## src/rtl/branch_pkg.sv

```systemverilog
// branch_pkg: shared branch-predictor constants, counter encodings and BTB defaults.
package branch_pkg;
    localparam logic [1:0] CTRL_SNT = 2'b00;
    localparam logic [1:0] CTRL_WNT = 2'b01;
    localparam logic [1:0] CTRL_WT  = 2'b10;
    localparam logic [1:0] CTRL_ST  = 2'b11;
    localparam int BTB_DEPTH = 16;
    localparam int BTB_PC_W  = 32;
endpackage

```

## src/rtl/btb_storage.sv

```systemverilog
// btb_storage: BTB entry arrays with one asynchronous read port, one write port and a one-cycle flush.
module btb_storage
    import branch_pkg::*;
#(
    parameter int DEPTH = BTB_DEPTH,
    parameter int IDX_W = $clog2(DEPTH),
    parameter int TAG_W = BTB_PC_W - 2 - IDX_W,
    parameter int PC_W  = BTB_PC_W
) (
    input  logic             clk,
    input  logic             rst,
    input  logic [IDX_W-1:0] rd_idx_i,
    output logic             rd_valid_o,
    output logic [TAG_W-1:0] rd_tag_o,
    output logic [PC_W-1:0]  rd_target_o,
    output logic [1:0]       rd_ctrl_o,
    input  logic             wr_en_i,
    input  logic [IDX_W-1:0] wr_idx_i,
    input  logic [TAG_W-1:0] wr_tag_i,
    input  logic [PC_W-1:0]  wr_target_i,
    input  logic [1:0]       wr_ctrl_i,
    input  logic             flush_i
);
    logic [DEPTH-1:0] valid_q, valid_d;
    logic [TAG_W-1:0] tag_q    [DEPTH];
    logic [PC_W-1:0]  target_q [DEPTH];
    logic [1:0]       ctrl_q   [DEPTH];

    // Flush wins over a simultaneous write, so the write is dropped entirely.
    always_comb begin
        valid_d = valid_q;
        if (flush_i) valid_d = '0;
        else if (wr_en_i) valid_d[wr_idx_i] = 1'b1;
    end

    always_ff @(posedge clk or posedge rst)
        if (rst) valid_q <= '0;
        else valid_q <= valid_d;

    // Payload arrays are don't-care while invalid, so they carry no reset.
    always_ff @(posedge clk)
        if (wr_en_i && !flush_i) begin
            tag_q[wr_idx_i]    <= wr_tag_i;
            target_q[wr_idx_i] <= wr_target_i;
            ctrl_q[wr_idx_i]   <= wr_ctrl_i;
        end

    assign rd_valid_o  = valid_q[rd_idx_i];
    assign rd_tag_o    = tag_q[rd_idx_i];
    assign rd_target_o = target_q[rd_idx_i];
    assign rd_ctrl_o   = ctrl_q[rd_idx_i];
endmodule

```

## src/rtl/branch_target_buffer.sv

```systemverilog
// branch_target_buffer: direct-mapped BTB with 1-cycle registered lookup.
// Define BTB_WRITE_BYPASS_EN to forward a same-cycle write to a matching lookup.
module branch_target_buffer
    import branch_pkg::*;
#(
    parameter int DEPTH = BTB_DEPTH,
    parameter int PC_W  = BTB_PC_W
) (
    input  logic            clk,
    input  logic            rst,
    input  logic [PC_W-1:0] PcIn,
    output logic            PcMatchValid,
    output logic [PC_W-1:0] PredTarget,
    output logic [1:0]      PredCtrl,
    output logic            PredTaken,
    input  logic            WriteEnable,
    input  logic [PC_W-1:0] WrPc,
    input  logic [PC_W-1:0] WrTarget,
    input  logic [1:0]      WrCtrl,
    input  logic            FlushAll
);
    localparam int IDX_W = $clog2(DEPTH);
    localparam int TAG_W = PC_W - 2 - IDX_W;

    logic [IDX_W-1:0] pc_idx, wr_idx;
    logic [TAG_W-1:0] pc_tag, wr_tag, rd_tag;
    logic             rd_valid, rd_hit, byp;
    logic [PC_W-1:0]  rd_target;
    logic [1:0]       rd_ctrl;
    logic             hit_q, hit_d;
    logic [PC_W-1:0]  target_q, target_d;
    logic [1:0]       ctrl_q, ctrl_d;
    logic             unused_pc_lsbs;

    assign pc_idx = PcIn[2+IDX_W-1:2];
    assign pc_tag = PcIn[PC_W-1:2+IDX_W];
    assign wr_idx = WrPc[2+IDX_W-1:2];
    assign wr_tag = WrPc[PC_W-1:2+IDX_W];
    assign unused_pc_lsbs = ^{PcIn[1:0], WrPc[1:0]};

    btb_storage #(.DEPTH(DEPTH), .IDX_W(IDX_W), .TAG_W(TAG_W), .PC_W(PC_W)) u_storage (
        .clk         (clk),
        .rst         (rst),
        .rd_idx_i    (pc_idx),
        .rd_valid_o  (rd_valid),
        .rd_tag_o    (rd_tag),
        .rd_target_o (rd_target),
        .rd_ctrl_o   (rd_ctrl),
        .wr_en_i     (WriteEnable),
        .wr_idx_i    (wr_idx),
        .wr_tag_i    (wr_tag),
        .wr_target_i (WrTarget),
        .wr_ctrl_i   (WrCtrl),
        .flush_i     (FlushAll)
    );

    assign rd_hit = rd_valid && (rd_tag == pc_tag);

`ifdef BTB_WRITE_BYPASS_EN
    // A write dropped by a simultaneous flush is not forwarded either.
    assign byp = WriteEnable && !FlushAll && (wr_idx == pc_idx) && (wr_tag == pc_tag);
`else
    assign byp = 1'b0;
`endif

    always_comb begin
        hit_d    = byp || rd_hit;
        target_d = byp ? WrTarget : (rd_hit ? rd_target : '0);
        ctrl_d   = byp ? WrCtrl : (rd_hit ? rd_ctrl : CTRL_SNT);
    end

    always_ff @(posedge clk or posedge rst)
        if (rst) begin
            hit_q    <= 1'b0;
            target_q <= '0;
            ctrl_q   <= CTRL_SNT;
        end else begin
            hit_q    <= hit_d;
            target_q <= target_d;
            ctrl_q   <= ctrl_d;
        end

    assign PcMatchValid = hit_q;
    assign PredTarget   = target_q;
    assign PredCtrl     = ctrl_q;
    assign PredTaken    = hit_q && ctrl_q[1];
endmodule

```

## config.mk

```make
export PLATFORM = sky130hd
export DESIGN_NAME = branch_target_buffer
export DESIGN_NICKNAME = d
export VERILOG_FILES = /design/src/rtl/branch_pkg.sv /design/src/rtl/btb_storage.sv /design/src/rtl/branch_target_buffer.sv
export SDC_FILE = /design/constraint.sdc
export NUM_CORES = 1
export LEC_CHECK = 0
export ABC_AREA = 1
export CORE_MARGIN = 1
export CORE_UTILIZATION = 45
export CTS_BUF_LIST = sky130_fd_sc_hd__clkbuf_16
export DETAILED_ROUTE_END_ITERATION = 6
export GPL_TIMING_DRIVEN = 0
export SLEW_MARGIN = 20
export SYNTH_ARGS = -nofsm -noshare
export SYNTH_HDL_FRONTEND = slang
export SYNTH_SLANG_ARGS = --single-unit
export TNS_END_PERCENT = 5
```

## constraint.sdc

```tcl
create_clock -name clk -period 1.55 [get_ports clk]
set_input_delay 0.31 -clock clk [delete_from_list [all_inputs] [get_ports clk]]
set_output_delay 0.31 -clock clk [all_outputs]
set_load 0.01 [all_outputs]
```

; ---- Yosys cells after proc, flatten, opt, wreduce, memory -nomap -nowiden
; Memory sizes are Yosys's and may differ from the RTL's.
; Cells that the tools add are included.
; W data, S select, Z words.
[word_totals]
register_bits = 51
mem_bits_rw = 960
n_memories = 3
out_inout_bits = 36
input_bits = 102
word_cells = 28
[mem_list]
columns = name, depth, width, read_ports, rd_ports_with_merged_regs, wr, line
row1 = u_storage.target_q, 16, 32, 1, 0, 1, btb_storage.sv:26  ; logic [PC_W-1:0] target_q [DEPTH];
row2 = u_storage.tag_q, 16, 26, 1, 0, 1, btb_storage.sv:25  ; logic [TAG_W-1:0] tag_q [DEPTH];
row3 = u_storage.ctrl_q, 16, 2, 1, 0, 1, btb_storage.sv:27  ; logic [1:0] ctrl_q [DEPTH];
[op_classes]
magnitude_cmp = 3
n_reduce_logical = 6
n_eq_ne = 1
n_mux = 10
bitwise = 1
[ops]
columns = operator, n
row1 = $mux W16, 2
row2 = $mux W32, 1
row3 = $eq A26 B26 Y1, 1
row4 = $or A16 B16 Y16, 1
row5 = $lt A4 B5 Y1 const B, 2
row6 = $bmux W1 S4, 1
row7 = $demux W1 S4, 1
row8 = $ge A4 B1 Y1 const B, 1
row9 = $logic_and A1 B1 Y1, 4
row10 = $mux W1, 4
row11 = $mux W2, 1
row12 = $reduce_bool A2 Y1, 1
row13 = $logic_not A1 Y1, 1

; ---- Depth between registers and ports, before layout
[depth]
depth_word = 7
mapped_depth = 18
mapped_depth_nobuf = 14

; ---- By module
; Synthesis repeated with hierarchy kept, for this count alone.
[hier_totals]
cells_unflattened = 4221
area_unflattened_um2 = 43584.3
[modules_own_cells]
columns = mod, area_per_inst_um2, seq_area_each_um2, instances, cells_per_inst
row1 = btb_storage, 41647.4, 29228.0, 1, 3977
row2 = branch_target_buffer, 1936.9, 875.8, 1, 244

; ---- Worst setup path after synthesis
; OpenSTA, ideal clock, no wires.
[synth_path]
path_type = input port to flip-flop
start = input FlushAll
end = memory u_storage.ctrl_q[0][0], enable pin
arrival_ns = 3.445
t_required_ns = 1.072
setup_time_ns = 0.478
path_stages = 4
setup_slack_ns = -2.373
n_path_buf = 1
cell_sequence = clkbuf_1 -> nor2_1 -> nand3_1 -> nor2_1
[synth_via]
elab_chain_len = 4
[synth_lines]
columns = item, line
row1 = start: declaration, branch_target_buffer.sv:20  ; input logic FlushAll
row2 = $logic_not A1 Y1, btb_storage.sv:42  ; if (wr_en_i && !flush_i) begin
row3 = $logic_and A1 B1 Y1, btb_storage.sv:42
row4 = $mux W1, btb_storage.sv:42
row5 = $mux W1 (implied by the code), btb_storage.sv:45  ; ctrl_q[wr_idx_i] <= wr_ctrl_i;
row6 = end: declaration, btb_storage.sv:27
; No other way between the ends.

; ---- Worst setup path after layout
[layout_path]
start = input PcIn[4]
end = register target_q[24] (netlist: PredTarget[24])
[layout_via]
elab_chain_len = 4
word_cells_on_any_way = 7
cone_classes = eq/ne (1) / mux (3) / reduce/logical (1) / memory (2)
[layout_lines]
columns = item, line
row1 = start: declaration, branch_target_buffer.sv:11  ; input logic [PC_W-1:0] PcIn,
row2 = $mem_v2 Z16 W26 or $bmux W1 S4 (tied branches), --
row3 = $eq A26 B26 Y1 or $mux W1 (tied branches), "branch_target_buffer.sv:57, btb_storage.sv:48"
row4 = $logic_and A1 B1 Y1, branch_target_buffer.sv:57  ; assign rd_hit = rd_valid && (rd_tag == pc_tag);
row5 = $mux W32 (*), branch_target_buffer.sv:68  ; target_d = byp ? WrTarget : (rd_hit ? rd_target : '0);
row6 = via target_d[24], branch_target_buffer.sv:31  ; logic [PC_W-1:0] target_q, target_d;
row7 = end signal: assignment, branch_target_buffer.sv:79  ; target_q <= target_d;
row8 = end: declaration, branch_target_buffer.sv:31
; The timed path passes the listed nets; every way through them passes the cells marked *. The select of a mux whose other input is x is not followed.
; A chain may end at the register's enable or synchronous reset.

==> results_dict.tcl <==
set metrics [dict create \
    clk_latency_ps 690 \
    port_buffers 128 \
    grt_max_degree 36 \
    fin_ws_ps -730 \
    routed_wl_mm 134 \
    ys_types 32 \
    clockBufferDepth 3 \
    leakage_uw 0.0183 \
    die_x_um 303 \
    synth_warnings 0 \
    synth.area.mux_share 0 \
    synth_nets 3368 \
    synth_area_sq_um 40800 \
    r2r_slack_ps -710 \
    vias_per_cell 5.79 \
    async_reset_ff_frac 0.0504 \
    outcome "complete, but fails checks" \
    finalCritPeriodShare 1.47 \
    ir_worst_vdd_uv 1080 \
    yosysSeqAreaShare 0.738 \
    setup.worst_path.end_class "flop" \
    first_pass_iters 6 \
    path_clk_slew_ps 60 \
    critPathKind "input pin to flop" \
    cts_tree "built" \
    place_congestion 0.866 \
    ys_seq_elements 1011 \
    hold_viol 0 \
    dieArea_sq_um 91800 \
    final_nets 3694 \
    ff2ff_path_depth 13 \
    grt_use_total 0.292 \
    fmax_mhz 439 \
    synth_compound_area_frac 0.0799 \
    hold_ws_ps 127 \
    arrival_ps 2830 \
    min_period_ps 2280 \
    worst_pin_slew_ps 1000 \
    tns_ps -68660 \
    cap_violations 0 \
    cp-start-kind "input pin" \
    synthSimpleGateAreaFrac 0.138 \
    ios 138 \
    wl_per_cell_um 27.6 \
    mostFrequentLayoutCell "edfxtp_1" \
    grt_first_pass_wirelength_mm 190 \
    power_density_nw_per_um2 1190 \
    grt_pass1_vias 27100 \
    final_cells 4860 \
    die_h_um 303 \
    rsz0062_at_grt "yes" \
    clock_skew_ps 27.0 \
    core_sq_um 89900 \
    yosys.area_share.adder 0 \
    timing.rr.start "u_storage.tag_q[10][20]" \
    layout_common_cells "edfxtp_1 (960), nand2_1 (844), a21oi_1 (263), nand3_1 (229), inv_1 (196)" \
    synth_top_family_by_area "simple AND/OR/NAND/NOR gates" \
    violations "setup timing" \
    initial_core_util 0.454 \
    drtAntennaViolNets 0 \
    min_path_cells 4 \
    critPathMaxFanout 10 \
    dp_slack_ps -2260 \
    finalMaxSlewViolations 0 \
    cts_sinks 1011 \
    area_growth_pct 20.9 \
    grt_overflow 0 \
    cts_made_buffers 106 \
    drt_iter0_drc 3562 \
    relSlewSlack 0.333 \
    synthFlopType "edfxtp_1" \
    min_from "FlushAll" \
    hold_path_end "u_storage.valid_q[4]" \
    post_synth_xor_area_fraction 0 \
    dp_cells 4630 \
    setup_violations 432 \
    insertedDiodeCount 0 \
    min_path_type "input pin to flop" \
    avgSynthCellArea_sq_um 12.5 \
    synth_edf_count 960 \
    netlist_instances 3266 \
    placementRows 110 \
    antenna_found_initial 5 \
    hpwlAfterDp_mm 87.4 \
    htreeDepth 3 \
    drive_gt1_frac 0.160 \
    required_ps 2100 \
    cts-root-buf "clkbuf_16" \
    timing.rr.end "PredTarget[24]" \
    vias 28200 \
    fillers 7439 \
    drcViolationCount 0 \
]
## metal layers
metal / GRT usage / share of wire / wire, um
met1: 0.377 / 0.39 / 51700
met5: 0 / 0.00017 / 23
met2: 0.494 / 0.49 / 65400
met3: 0.0416 / 0.082 / 11000
met4: 0.120 / 0.045 / 6010
## critical path, cell delays in order
cell,delay (ps)
buf_2,310
inv_1,100
buf_4,210
clkbuf_4,280
nand3_1,140
nand2_1,60
nand2_1,50
nand2_1,100
a21oi_4,210
nand2_1,100
nor2_2,170
nand3_4,90
buf_12,160
buf_16,170
nor3_4,320
## layout make-up
cell class                 instances  area, sq um  share of cell area
multi-input combinational       1870         9540               0.194
inverter                         175          662              0.0134
clock buffer                     106         2650              0.0538
tap                             1176         1470              0.0299
buffer                           210         1330              0.0270
clock inverter                    94          618              0.0125
timing repair buffer             218         2900              0.0589
sequential                      1011        30100               0.611
## where the power goes
part	total (uW)	switching, uW	internal, uW
clock	24000	10600	13400
combinational	4290	3050	1230
sequential	30300	70.9	30200
## cells by family after synthesis
logic type	after synthesis
flops	1011
simple gates	1348
compound gates	522
buf+inv	385
## Yosys cell counts, types with 22 or more instances
cell        n  area [sq um]
o21ai_0    39           195
nand2_1   857          3220
o31ai_1    30           225
o211ai_1   23           173
clkbuf_1   62           233
nand3_1   260          1300
edfxtp_1  960         28800
inv_1     172           646
dfrtp_1    51          1280
nor3_2     29           290
a21oi_1   264          1320
buf_2      97           485
buf_6      22           248
nor2_1    181           679
a221oi_1  128          1120
## sequential cells by signal, summed over array words and instances (netlist names)
name,count
PredTarget,32
u_storage.valid_q,16
u_storage.tag_q,416
PredCtrl,2
PcMatchValid,1
u_storage.ctrl_q,32
u_storage.target_q,512
## how the worst max path moves through the flow
stage / cells after the start / slack (ps) / startpoint / end
2_1_floorplan: 4 / -660 / FlushAll / u_storage.ctrl_q[11][0]
3_3_place_gp: 5 / -2540 / WriteEnable / u_storage.target_q[14][4]
3_5_place_dp: 10 / -2260 / PcIn[4] / PredTarget[23]
4_1_cts: 15 / -620 / u_storage.tag_q[14][1] / PredTarget[3]
5_1_grt: 14 / -730 / u_storage.tag_q[12][17] / PredTarget[8]
6_report: 15 / -730 / PcIn[4] / PredTarget[24]
## per-stage QoR
step / utilization / power [uW] / area [sq um]
detailed placement: 0.502 / 34900 / 45100
CTS: 0.545 / 58700 / 49000
floorplan: - / 32900 / 41000
global route: 0.548 / 60200 / 49300
finish: 0.548 / 58600 / 49300
global placement: 0.487 / 34800 / 43700
## repair_timing
item,4_1_cts,5_1_grt
pin swaps,27,25
setup endpoints to repair,822,454
cloned,3,1
setup buffers,21,3
hold buffers,2,0
resized for setup,300,63
hold endpoints to repair,22,0
No activity file was read; power rests on OpenSTA's default activity.
